===== src/rtl/display_scan.sv =====
// Six-digit multiplexed 7-segment scanner with per-frame input snapshot,
// anti-ghost blanking at the start of each slot and hh.mm.ss separators.
module display_scan #(
  parameter int unsigned SCAN_DIV  = 50000,
  parameter int unsigned BLANK_CYC = 4
) (
  input  logic       clk,
  input  logic       reset,
  input  logic [3:0] s_unidade,
  input  logic [3:0] s_dezena,
  input  logic [3:0] m_unidade,
  input  logic [3:0] m_dezena,
  input  logic [3:0] h_unidade,
  input  logic [3:0] h_dezena,
  input  logic       blank_lead,
  output logic [5:0] an,
  output logic [6:0] seg,
  output logic       dp,
  output logic       frame_start
);

  localparam int unsigned   CW        = (SCAN_DIV > 1) ? $clog2(SCAN_DIV) : 1;
  localparam logic [CW-1:0] CNT_MAX   = CW'(SCAN_DIV - 1);
  localparam logic [CW-1:0] BLANK_END = CW'(BLANK_CYC);
  localparam logic [2:0]    LAST_SLOT = 3'd5;

  logic [CW-1:0]   cnt_q, cnt_d;
  logic [2:0]      idx_q, idx_d;
  logic [5:0][3:0] snap_q, snap_d;
  logic [5:0][3:0] digits_in;
  logic [5:0]      an_q, an_d;
  logic [6:0]      seg_q, seg_d;
  logic            dp_q, dp_d;
  logic            fs_q, fs_d;

  logic            slot_end;
  logic            frame_end;
  logic            lead_blank;
  logic            dig_en;
  logic [3:0]      cur_dig;

  // Active-low gfedcba; anything outside 0..9 renders as a lone dash.
  function automatic logic [6:0] seg7(input logic [3:0] d);
    case (d)
      4'd0:    seg7 = 7'b1000000;
      4'd1:    seg7 = 7'b1111001;
      4'd2:    seg7 = 7'b0100100;
      4'd3:    seg7 = 7'b0110000;
      4'd4:    seg7 = 7'b0011001;
      4'd5:    seg7 = 7'b0010010;
      4'd6:    seg7 = 7'b0000010;
      4'd7:    seg7 = 7'b1111000;
      4'd8:    seg7 = 7'b0000000;
      4'd9:    seg7 = 7'b0010000;
      default: seg7 = 7'b0111111;
    endcase
  endfunction

  assign digits_in = {h_dezena, h_unidade, m_dezena, m_unidade, s_dezena, s_unidade};

  always_comb begin
    slot_end  = (cnt_q == CNT_MAX);
    frame_end = slot_end && (idx_q == LAST_SLOT);

    cnt_d = slot_end ? '0 : cnt_q + CW'(1);
    idx_d = idx_q;
    if (slot_end) idx_d = frame_end ? 3'd0 : idx_q + 3'd1;

    // Snapshot only at the frame boundary so a frame never mixes two times.
    snap_d = frame_end ? digits_in : snap_q;
    fs_d   = frame_end;

    case (idx_q)
      3'd0:    cur_dig = snap_q[0];
      3'd1:    cur_dig = snap_q[1];
      3'd2:    cur_dig = snap_q[2];
      3'd3:    cur_dig = snap_q[3];
      3'd4:    cur_dig = snap_q[4];
      3'd5:    cur_dig = snap_q[5];
      default: cur_dig = 4'd0;
    endcase

    // blank_lead is live; the zero test uses the snapshotted hours-tens.
    lead_blank = (idx_q == LAST_SLOT) && blank_lead && (snap_q[5] == 4'd0);
    dig_en     = (cnt_q >= BLANK_END) && !lead_blank && (idx_q <= LAST_SLOT);

    an_d  = dig_en ? ~(6'd1 << idx_q) : 6'h3F;
    seg_d = seg7(cur_dig);
    dp_d  = !(dig_en && ((idx_q == 3'd2) || (idx_q == 3'd4)));
  end

  always_ff @(posedge clk) begin
    if (reset) begin
      cnt_q  <= '0;
      idx_q  <= 3'd0;
      snap_q <= '0;
      an_q   <= 6'h3F;
      seg_q  <= 7'h7F;
      dp_q   <= 1'b1;
      fs_q   <= 1'b0;
    end else begin
      cnt_q  <= cnt_d;
      idx_q  <= idx_d;
      snap_q <= snap_d;
      an_q   <= an_d;
      seg_q  <= seg_d;
      dp_q   <= dp_d;
      fs_q   <= fs_d;
    end
  end

  assign an          = an_q;
  assign seg         = seg_q;
  assign dp          = dp_q;
  assign frame_start = fs_q;

endmodule


===== config.mk =====
export PLATFORM = sky130hd
export DESIGN_NAME = display_scan
export DESIGN_NICKNAME = d
export VERILOG_FILES = /design/src/rtl/display_scan.sv
export SDC_FILE = /design/constraint.sdc
export NUM_CORES = 1
export LEC_CHECK = 0
export BUFFER_PORTS_ARGS = -buffer_cell sky130_fd_sc_hd__buf_2
export CORE_UTILIZATION = 30
export CTS_CLUSTER_SIZE = 16
export DETAILED_ROUTE_END_ITERATION = 8
export GPL_ROUTABILITY_DRIVEN = 0
export SLEW_MARGIN = 5
export SYNTH_ARGS = -nofsm -noshare
export SYNTH_HDL_FRONTEND = slang
export SYNTH_SLANG_ARGS = --single-unit

===== constraint.sdc =====
create_clock -name clk -period 5.3 [get_ports clk]
set_input_delay 0.53 -clock clk [delete_from_list [all_inputs] [get_ports clk]]
set_output_delay 0.53 -clock clk [all_outputs]
set_load 0.05 [all_outputs]

# Yosys cells after proc, flatten, opt, wreduce, memory -nomap -nowiden
# Memories as Yosys holds them, arrays and structs flattened. A register that Yosys moved wholly into a read port is not among the register bits.
# Index checks and enable logic that the tools add are counted.
[totals]
ff_bits = 51
output_inout_bits = 15
n_memories = 1
romBits = 112
[op_classes]
n_bitwise = 2
reduce_logical = 13
n_lt_le_gt_ge = 2
add_sub_neg = 2
n_shift = 1
eq_ne = 6
n_mux = 2
[memory_table]
columns = ["name", "depth", "width", "rd", "rd_ports_with_merged_regs", "write_ports", "line_no", "text"]
rows = [
  ["(name not given)", 16, 7, 1, 1, 0, "44", "case (d)"],
]
[op_table]
columns = ["op", "n"]
rows = [
  ["$pmux 4 s6", 1],
  ["$add 16x1->16 const B", 1],
  ["$eq 16x16->1 const B", 1],
  ["$ge 16x3->1 const B", 1],
  ["$eq 3x2->1 const B", 2],
  ["$eq 3x3->1 const B", 2],
  ["$logic_and 1x1->1", 6],
  ["$not 6->6", 1],
  ["$shl 1x3->6 const A", 1],
  ["$logic_not 4->1", 1],
  ["$reduce_or 2->1", 2],
  ["$add 3x1->3 const B", 1],
  ["$eq 3x1->1 const B", 1],
  ["$le 3x3->1 const B", 1],
  ["$logic_not 3->1", 1],
  ["$mux 3", 1],
  ["$logic_not 1->1", 2],
  ["$logic_or 1x1->1", 1],
  ["$not 1->1", 1],
]

# Longest topological paths before layout
[depth]
word_depth = 8
ltp_mapped = 11

# Worst setup path before layout
# Ideal clock, no wire load.
[synth_path]
path_type = "reg2reg"
start = "reg idx_q[2]"
end = "reg seg_q[3] (netlist: seg[3])"
slack_ns = 2.613
period_less_slack_ns = 2.687
path_stages_with_launch = 10
t_required_ns = 5.178
arrival_ns = 2.565
setup_time_ns = 0.122
cell_sequence = "dfxtp_1 -> clkbuf_1 -> buf_2 -> inv_1 -> ha_1 -> a222oi_1 -> a21boi_1 -> inv_1 -> ha_1 -> o32a_1"
[synth_between]
elab_chain_len = 2
[synth_rtl]
columns = ["element", "line_no", "text"]
rows = [
  ["start, declared", "28", "logic [2:0] idx_q, idx_d;"],
  ["start signal, assigned", "103", "idx_q <= idx_d;"],
  ["$eq 3x3->1, or another cell as far along", "73", "case (idx_q)"],
  ["$pmux 4 s6 (*)", "73", ""],
  ["end, declared", "32", "logic [6:0] seg_q, seg_d;"],
]
# Every way passes the cells marked *; elsewhere a longest branch is shown, timed or not.
# A chain may end at the register's enable or synchronous reset.

# Worst setup path in the final report
# Same ends and word-level chain as after synthesis.

==> flow_summary.ini <==
[clock_tree]
cts_tree = yes
cts_setup_buffers = 0
cts_root_buf = clkbuf_8
hold_buffers = 0
numClockSinks = 58
cts_made_buffers = 9
ctsResizeCount = 0
cts_buffer_depth = 2
path_clk_slew_ps = 60
clk_latency_ps = 340
htreeDepth = 3

[timing]
period_needed_ps = 3090
slew_violations = 0
max_freq_mhz = 323
fin_crit_sh = 0.583
max_slew_margin = 0.390
final_hold_viol_count = 0
final.setup.tns_ps = 0
skew_ps = 8.48
worst_pin_slew_ps = 912
rsz0062_at_grt = no
setup_viol = 0

[yosys]
synthTopCellsByArea = dfxtp_1, a22o_2, ha_1
synth.most_common_cell = dfxtp_1
synth_cells = 240
netlist_area_um2 = 2470
yosysSeqAreaShare = 0.470
ys_types = 42
synth.avg_cell_area_um2 = 10.3
synth_edf_count = 0
ys_ff_latch = 58
synthFlopType = dfxtp_1
ys_async_sr_fraction = 0
synth_top_area_cell = dfxtp_1
synth_top_cell_area_share = 0.470
synthesis.nets = 279
ys_warn_count = 0
synthTopCellsByCount = dfxtp_1, nor2_1, a22o_2

[global_routing]
grt-busiest-layer = met2
grt_pass1_wl_um = 8860
antenna_found_initial = 0
grt_pass1_vias = 1774
grt_max_degree = 27
track_usage = 0.136
use_met2 = 0.196
grt_use_met3 = 0.0435
met1_usage = 0.179
gr-total-overflow = 0

[power_and_ir_drop]
p_sw_frac = 0.226
comb_power_share = 0.043
p_leak_nw = 1.21
vdd_drop_max_mv = 0.0929
seqPwrFrac = 0.504
p_sw_uw = 199
clkPwrFrac = 0.453
power-per-cell-area_nw_per_um2 = 298
p_int_uw = 682

[placement]
numPortBuffers = 41
dpl.hpwl_um = 3730
placed_cells = 375

[drt]
dr.pass1.iters = 4
viasPerCell = 4.80
routedWlPerCell_um = 13.5
ant_nets = 0
wl_um = 5290
first_iter_violations = 140
vias = 1877
drc_errors = 0

[cells_and_area]
fill_cells = 815
instances_no_fill = 391
num_antenna_cells = 0
nets = 323
syn_to_final_growth_pct = 19.5
drive_gt1_frac = 0.315

[die]
core_um2 = 7850
initial_utilization = 0.315
placementRows = 32
io_pins = 42
fp.dieW_um = 92.7
dieArea_um2 = 8600
fp.dieH_um = 92.7

[setup_path]
criticalPathCategory = reg -> reg
reg2reg_depth = 7
crit_fanout = 16
cp-start-kind = flip-flop
required_ps = 5520
worstPathArrival_ps = 3320
endpoint_kind = flip-flop

[worst_hold_path]
whs_path_depth = 2
worstHoldPathType = in -> reg

[run_status]
status = finished, final reports clean

[run]
drv_cap = 0
## state kept, by name (all words and copies together), names as in the netlist
name / flops
an: 6
cnt_q: 16
dp: 1
frame_start: 1
idx_q: 3
seg: 7
snap_q: 24
## layout make-up
type / count / area [um^2] / area share
multi-input cells: 162 / 1210 / 0.411
flip-flops and latches: 58 / 1160 / 0.393
repair buffers: 42 / 213 / 0.0721
clock buffers: 11 / 141 / 0.0479
well taps: 102 / 128 / 0.0432
clock inverters: 5 / 53.8 / 0.0182
inverters: 11 / 41.3 / 0.0140
## path summary, 6_finish.rpt
path | startpoint | to | slack (ps)
setup / recovery | idx_q[2] | seg[3] | 2210
hold / removal | h_dezena[0] | snap_q[20] | 400
setup reg to reg | idx_q[2] | seg[3] | 2210
hold reg to reg | snap_q[16] | snap_q[16] | 490
## metal layers
metal  wire length, um  part of all wire
met3               209             0.039
met2              2350              0.44
met1              2600              0.49
met4               131             0.025
met5                 0                 0
## through the flow
step / area (um^2) / hold WS (ps) / utilization / setup WS (ps) / power (mW)
2_1_floorplan: 2470 / 442 / - / 2610 / 0.475
3_3_place_gp: 2760 / 463 / 0.351 / 2470 / 0.491
3_5_place_dp: 2760 / 465 / 0.351 / 2250 / 0.492
4_1_cts: 2950 / 382 / 0.376 / 2250 / 0.895
5_1_grt: 2950 / 387 / 0.376 / 1940 / 0.921
6_report: 2950 / 399 / 0.376 / 2210 / 0.881
## cell families (layout without fill, tap and decap cells)
| group | after synthesis | in the layout | synth area share |
|---|---|---|---|
| adders and majority gates | 12 | 12 | 0.0608 |
| buffers and inverters | 20 | 69 | 0.0385 |
| DFF | 58 | 58 | 0.470 |
| muxes | 8 | 8 | 0.0350 |
| and+or+nand+nor | 76 | 76 | 0.160 |
| AOI/OAI and AO/OA | 51 | 51 | 0.183 |
| xor gates and xnor gates | 15 | 15 | 0.0532 |
## critical path, cell delays in order, from the launching register on
cell and delay, ps:
dfxtp_1 670, inv_1 190, ha_1 310, a222oi_1 330, a21boi_1 580, inv_1 170
ha_1 360, o32a_1 360
## power groups by stage
stage / clock (mW) / sequential (mW) / combinational [mW]
floorplan: 0 / 0.463 / 0.0122
global placement: 0 / 0.453 / 0.0382
detailed placement: 0 / 0.453 / 0.0387
CTS: 0.413 / 0.444 / 0.0387
global route: 0.435 / 0.444 / 0.0419
finish: 0.399 / 0.444 / 0.0381
## layout by cell type, fill, tap and decap left out, drive strengths merged, types with 5 or more instances in the layout
master	synthesis	final
a22o	24	24
buf	6	42
clkbuf	3	11
dfxtp	58	58
ha	12	12
inv	11	11
mux2	5	5
nand2	17	17
nand3	12	12
nor2	23	23
nor3	8	8
xnor2	9	9
xor2	6	6
Power figures use the tool's default switching activity.
